[src/rtl/neuron_core_pkg.sv]
// Shared types and constants for the SNN neuron core.
package neuron_core_pkg;

   localparam int NUM_NEURONS_DEF = 256;
   localparam int NUM_AXONS_DEF   = 256;
   localparam int POT_W           = 8;

   // syn_rdata = {connected, weight_sel[1:0]}
   localparam int CONN_BIT = 2;
   localparam int WSEL_LSB = 0;

   typedef enum logic [1:0] {
      WSEL_T1 = 2'd0,
      WSEL_T2 = 2'd1,
      WSEL_T3 = 2'd2,
      WSEL_T4 = 2'd3
   } wsel_e;

   typedef enum logic [2:0] {
      S_IDLE,
      S_LOAD_RD,
      S_LOAD,
      S_INTEG,
      S_DRAIN,
      S_FIRE,
      S_WB,
      S_DONE
   } state_e;

endpackage

[src/rtl/neuron_timestep_ctrl.sv]
// Timestep sequencer: per neuron load potential, integrate all axons,
// fire, write back, record spike.
module neuron_timestep_ctrl
   import neuron_core_pkg::*;
#(
   parameter int NUM_NEURONS = NUM_NEURONS_DEF,
   parameter int NUM_AXONS   = NUM_AXONS_DEF,
   localparam int NW = $clog2(NUM_NEURONS),
   localparam int AW = $clog2(NUM_AXONS)
) (
   input  logic                   clk,
   input  logic                   reset_n,
   input  logic                   start_i,
   input  logic [NUM_AXONS-1:0]   axon_spikes_i,
   output logic                   busy_o,
   output logic                   done_o,
   output logic [NUM_NEURONS-1:0] spike_out_o,
   output logic                   syn_rd_o,
   output logic [NW+AW-1:0]       syn_addr_o,
   input  logic [2:0]             syn_rdata_i,
   output logic                   pot_rd_o,
   output logic                   pot_we_o,
   output logic [NW-1:0]          pot_addr_o,
   output logic [POT_W-1:0]       pot_wdata_o,
   input  logic [POT_W-1:0]       pot_rdata_i,
   output logic                   dp_load_o,
   output logic [POT_W-1:0]       dp_potential_o,
   output logic                   dp_acc_o,
   output logic [1:0]             dp_weight_sel_o,
   output logic                   dp_fire_o,
   input  logic                   dp_valid_i,
   input  logic [POT_W-1:0]       dp_result_i,
   input  logic                   dp_spike_i
);

   state_e                 state_q, state_d;
   logic [NW-1:0]          n_q;
   logic [AW-1:0]          a_q;
   logic [AW-1:0]          a_prev_q;
   logic [NUM_AXONS-1:0]   spikes_q;
   logic [NUM_NEURONS-1:0] spike_out_q;
   logic                   acc_win;
   logic                   a_last;
   logic                   n_last;

   assign a_last      = (a_q == AW'(NUM_AXONS - 1));
   assign n_last      = (n_q == NW'(NUM_NEURONS - 1));
   assign busy_o      = (state_q != S_IDLE);
   assign spike_out_o = spike_out_q;

   always_ff @(posedge clk or negedge reset_n) begin
      if (!reset_n) begin
         state_q <= S_IDLE;
      end else begin
         state_q <= state_d;
      end
   end

   always_comb begin
      state_d         = state_q;
      acc_win         = 1'b0;
      done_o          = 1'b0;
      syn_rd_o        = 1'b0;
      syn_addr_o      = '0;
      pot_rd_o        = 1'b0;
      pot_we_o        = 1'b0;
      pot_addr_o      = '0;
      pot_wdata_o     = '0;
      dp_load_o       = 1'b0;
      dp_potential_o  = '0;
      dp_fire_o       = 1'b0;
      unique case (state_q)
         S_IDLE: begin
            if (start_i) state_d = S_LOAD_RD;
         end
         S_LOAD_RD: begin
            pot_rd_o   = 1'b1;
            pot_addr_o = n_q;
            state_d    = S_LOAD;
         end
         S_LOAD: begin
            dp_load_o      = 1'b1;
            dp_potential_o = pot_rdata_i;
            state_d        = S_INTEG;
         end
         S_INTEG: begin
            syn_rd_o   = 1'b1;
            syn_addr_o = {n_q, a_q};
            acc_win    = (a_q != '0);
            if (a_last) state_d = S_DRAIN;
         end
         S_DRAIN: begin
            acc_win = 1'b1;
            state_d = S_FIRE;
         end
         S_FIRE: begin
            dp_fire_o = 1'b1;
            state_d   = S_WB;
         end
         S_WB: begin
            if (dp_valid_i) begin
               pot_we_o    = 1'b1;
               pot_addr_o  = n_q;
               pot_wdata_o = dp_result_i;
               state_d     = n_last ? S_DONE : S_LOAD_RD;
            end
         end
         S_DONE: begin
            done_o  = 1'b1;
            state_d = S_IDLE;
         end
         default: state_d = S_IDLE;
      endcase
   end

   // synapse data lags its read by one cycle, so gate with the previous axon
   always_comb begin
      dp_acc_o        = 1'b0;
      dp_weight_sel_o = '0;
      if (acc_win) begin
         dp_acc_o        = syn_rdata_i[CONN_BIT] & spikes_q[a_prev_q];
         dp_weight_sel_o = syn_rdata_i[WSEL_LSB +: 2];
      end
   end

   always_ff @(posedge clk or negedge reset_n) begin
      if (!reset_n) begin
         n_q         <= '0;
         a_q         <= '0;
         a_prev_q    <= '0;
         spikes_q    <= '0;
         spike_out_q <= '0;
      end else begin
         if (state_q == S_IDLE && start_i) begin
            spikes_q    <= axon_spikes_i;
            spike_out_q <= '0;
            n_q         <= '0;
            a_q         <= '0;
         end
         if (state_q == S_INTEG) begin
            a_prev_q <= a_q;
            a_q      <= a_last ? '0 : a_q + 1'b1;
         end
         if (state_q == S_WB && dp_valid_i) begin
            spike_out_q[n_q] <= dp_spike_i;
            n_q              <= n_last ? '0 : n_q + 1'b1;
         end
      end
   end

endmodule
[config.mk]
export PLATFORM = sky130hd
export DESIGN_NAME = neuron_timestep_ctrl
export DESIGN_NICKNAME = d
export VERILOG_FILES = /design/src/rtl/neuron_core_pkg.sv /design/src/rtl/neuron_timestep_ctrl.sv
export SDC_FILE = /design/constraint.sdc
export NUM_CORES = 1
export LEC_CHECK = 0
export ABC_AREA = 1
export CAP_MARGIN = 20
export CORE_MARGIN = 10
export CORE_UTILIZATION = 30
export CTS_BUF_LIST = sky130_fd_sc_hd__clkbuf_8
export CTS_CLUSTER_SIZE = 24
export DETAILED_ROUTE_END_ITERATION = 16
export HOLD_SLACK_MARGIN = 0.15
export PLACE_DENSITY = 0.5
export SLEW_MARGIN = 5
export SYNTH_ARGS = -nofsm -noshare
export SYNTH_HDL_FRONTEND = slang
export SYNTH_SLANG_ARGS = --single-unit
[constraint.sdc]
create_clock -name clk -period 1.85 [get_ports clk]
set_input_delay 0.185 -clock clk [delete_from_list [all_inputs] [get_ports clk]]
set_output_delay 0.185 -clock clk [all_outputs]
set_load 0.05 [all_outputs]
==> results.py <==
metrics = {
    "route": {
        "drt-initial-drc-count": 1700,
        "wl_per_cell_um": 23.15,
        "drc_errors": 0,
        "vias": 25950,
        "ant_nets": 0,
        "wirelength_um": 121300,
        "vias_per_cell": 4.951,
        "first_pass_iters": 5,
    },
    "place": {
        "place_congestion": 0.8124,
        "place_ws_ns": -0.4720,
        "dp_hpwl_um": 78610,
        "dpl_cell_area_mm2": 0.03369,
        "portBuffers": 585,
    },
    "logic_synthesis": {
        "synthMuxAreaShare": 0,
        "yosys.area_share.simple": 0.3350,
        "synth_fa_ha_area_frac": 0.003081,
        "synth.distinct_cells": 36,
        "synth_fp_nets": 3349,
        "syn_area_mm2": 0.02437,
        "synth_xor_area_frac": 0.001438,
        "yosys.area.top_type": "dfrtp_1",
        "syn_inst": 3063,
        "synth_top_family_by_area": "simple AND/OR/NAND/NOR gates",
        "ys_ff_latch": 539,
        "ys_warn_count": 0,
        "synth_compound_area_frac": 0.06218,
        "yosys-top-cells-area": "dfrtp_1 (55%), nand2_1 (21%), nand3_1 (10%), o21ai_0 (4.6%), clkbuf_1 (1.6%)",
        "syn_avg_cell_area_um2": 7.956,
        "synth_top_area_frac": 0.5535,
        "ys_seq_area_frac": 0.5535,
    },
    "critical_path": {
        "crit_arrival_ns": 2.75,
        "end_kind": "primary output",
        "path_max_fanout": 9,
        "cp.required_ns": 1.66,
        "setup.worst_path.start_class": "flop",
        "crit_type": "flop to primary output",
    },
    "global_route": {
        "grt_pass1_wl_um": 172800,
        "grt_pass1_vias": 26080,
        "track_usage": 0.2427,
        "gr-total-overflow": 0,
        "antenna_found_initial": 8,
        "grt_max_degree": 85,
    },
    "final_layout": {
        "register_area_mm2": 0.01350,
        "multi_input_area_mm2": 0.01330,
        "layout_commonest_cell": "nand2_1",
        "fin_util": 0.5395,
        "fill_cells": 7234,
        "final_cell_mix": "nand2_1 (1113), dfrtp_1 (535), nand3_1 (282), clkdlybuf4s50_1 (278), dlygate4sd3_1 (261)",
        "area_delta_synth_final_pct": 78.33,
        "fin_area_mm2": 0.04346,
        "final_nets": 4382,
        "drive_above_1_share": 0.3048,
    },
    "timing": {
        "finalSetupViolations": 398,
        "rsz0062_at_grt": "yes",
        "slew_viol_final": 0,
        "worstMarginPinSlew_ns": 0.9437,
        "fin_ws_ns": -1.080,
        "maxSlewHeadroom": 0.3688,
        "finalSetupTns_ns": -114.44,
        "hold_viol": 0,
        "fin_crit_sh": 1.584,
        "finalCriticalPeriod_ns": 2.930,
        "fin_worst_skew_ns": 0.06286,
        "max_freq_mhz": 341.3,
    },
    "floorplan": {
        "initial_utilization": 0.3025,
        "die_y_um": 305.0,
        "pin_count": 586,
        "die_x_um": 305.0,
        "row_count": 104,
        "core_mm2": 0.08055,
        "die-area_mm2": 0.09303,
    },
    "clock_tree": {
        "cts_root_buf": "clkbuf_8",
        "cts.clk_slew.worst_paths_ns": 0.07,
        "cts_tree": "yes",
        "clock-sinks": 539,
        "cts.path.max_buffers": 3,
        "clock_latency_ns": 0.73,
        "cts_buffers": 97,
        "h-tree-depth": 3,
    },
    "power": {
        "power.density_mw_per_mm2": 1113,
        "power_mw": 48.37,
        "ir_worst_vdd_v": 0.0005733,
        "leakagePower_nw": 22.26,
    },
    "worst_hold_path": {
        "hold_class": "input port to async pin",
    },
    "outcome": {
        "violations": "setup timing",
        "status": "finished with violations",
    },
    "job": {
        "max-cap-violations": 0,
    },
}
-- stage by stage --
stage,hold slack (ns),std cells
after detailed placement,0.09500,4705
after global routing,0.2070,5238
after floorplan,-0.1106,3063
final,0.1897,5241
after global placement,0.09758,4705
after CTS,0.1570,5194
-- synth_stat cells, drive strengths merged --
| master | count |
|---|---|
| nand2 | 1349 |
| dfrtp | 539 |
| nand3 | 504 |
| o21ai | 271 |
| clkbuf | 107 |
| buf | 98 |
| nor2 | 95 |
| inv | 54 |
| o21bai | 8 |
| a21oi | 6 |
| ha | 6 |
| o22ai | 6 |
| nor3 | 5 |
| xor2 | 3 |
| clkinv | 2 |
| nor4 | 2 |
| a211oi | 1 |
| a31oi | 1 |
| and3 | 1 |
| nand4 | 1 |
| o32ai | 1 |
| o41ai | 1 |
| or2 | 1 |
| xnor2 | 1 |
-- timing repair --
action,in CTS,in global routing
endpoints found under the hold margin,794,0
hold buffers,261,0
endpoints found under the setup margin,318,509
setup buffers,36,44
pin swaps,25,50
resized for setup,712,785
cloned,14,16
-- routing by layer --
metal  vias up  track usage  wire length, um
li1      12060            -                -
met1     12740       0.2989            48180
met5         -            0               54
met3       205      0.07303             9978
met4         8      0.08279             4301
met2       938       0.3993            58830
-- worst paths after layout --
check | from | end | slack [ns] | cells after the start
min in group clk | axon_spikes_i[224] | spikes_q[224] | 0.23 | 4
max in group asynchronous | reset_n | spike_out_o[11] | 0.36 | 4
worst max-delay path | a_prev_q[0] | dp_acc_o | -1.08 | 14
worst min register to register | spikes_q[134] | spikes_q[134] | 0.47 | 2
worst max register to register | state_q[0] | spike_out_o[155] | -0.66 | 18
worst min-delay path | reset_n | spike_out_o[227] | 0.19 | 3
-- where the power goes --
group / internal [mW] / switching [mW]
registers: 14.6 / 1.95
clock network: 6.54 / 5.52
logic: 8.23 / 11.5
-- flip-flops by register name, indices dropped and copies added (netlist names) --
signal and count:
spike_out_o 256, spikes_q 256, a_prev_q 8, a_q 8
n_q 8, state_q 3
-- final cells by class --
cell class,count,area share
sequential,539,0.3106
multi-input combinational,2263,0.3061
timing repair buffer,1138,0.2982
clock buffer,129,0.04086
tap,1060,0.03052
clock inverter,51,0.007083
inverter,56,0.006306
antenna,4,0.0002303
timing repair inverter,1,0.0001440
-- kinds of logic (layout without fill, tap and decap cells) --
| group | after synthesis | after routing |
|---|---|---|
| AOI/OAI and AO/OA | 295 | 295 |
| and+or+nand+nor | 1958 | 1958 |
| other | 0 | 4 |
| DFF | 539 | 539 |
| adders and majority gates | 6 | 6 |
| buffers and inverters | 261 | 1375 |
| xor gates and xnor gates | 4 | 4 |
-- critical path, cell delays in order, from the launching register on --
cell and delay (ns):
dfrtp_4 0.55, clkinv_8 0.13, buf_12 0.14, buf_4 0.12
nand2_1 0.04, nand3_1 0.06, nand3_1 0.09, nand3_2 0.09
nand3_2 0.09, nand2_2 0.09, nand2_2 0.07, nand3_2 0.09
nand3_2 0.09, a21oi_4 0.22, buf_12 0.17
No activity file was read; power rests on OpenSTA's default activity.
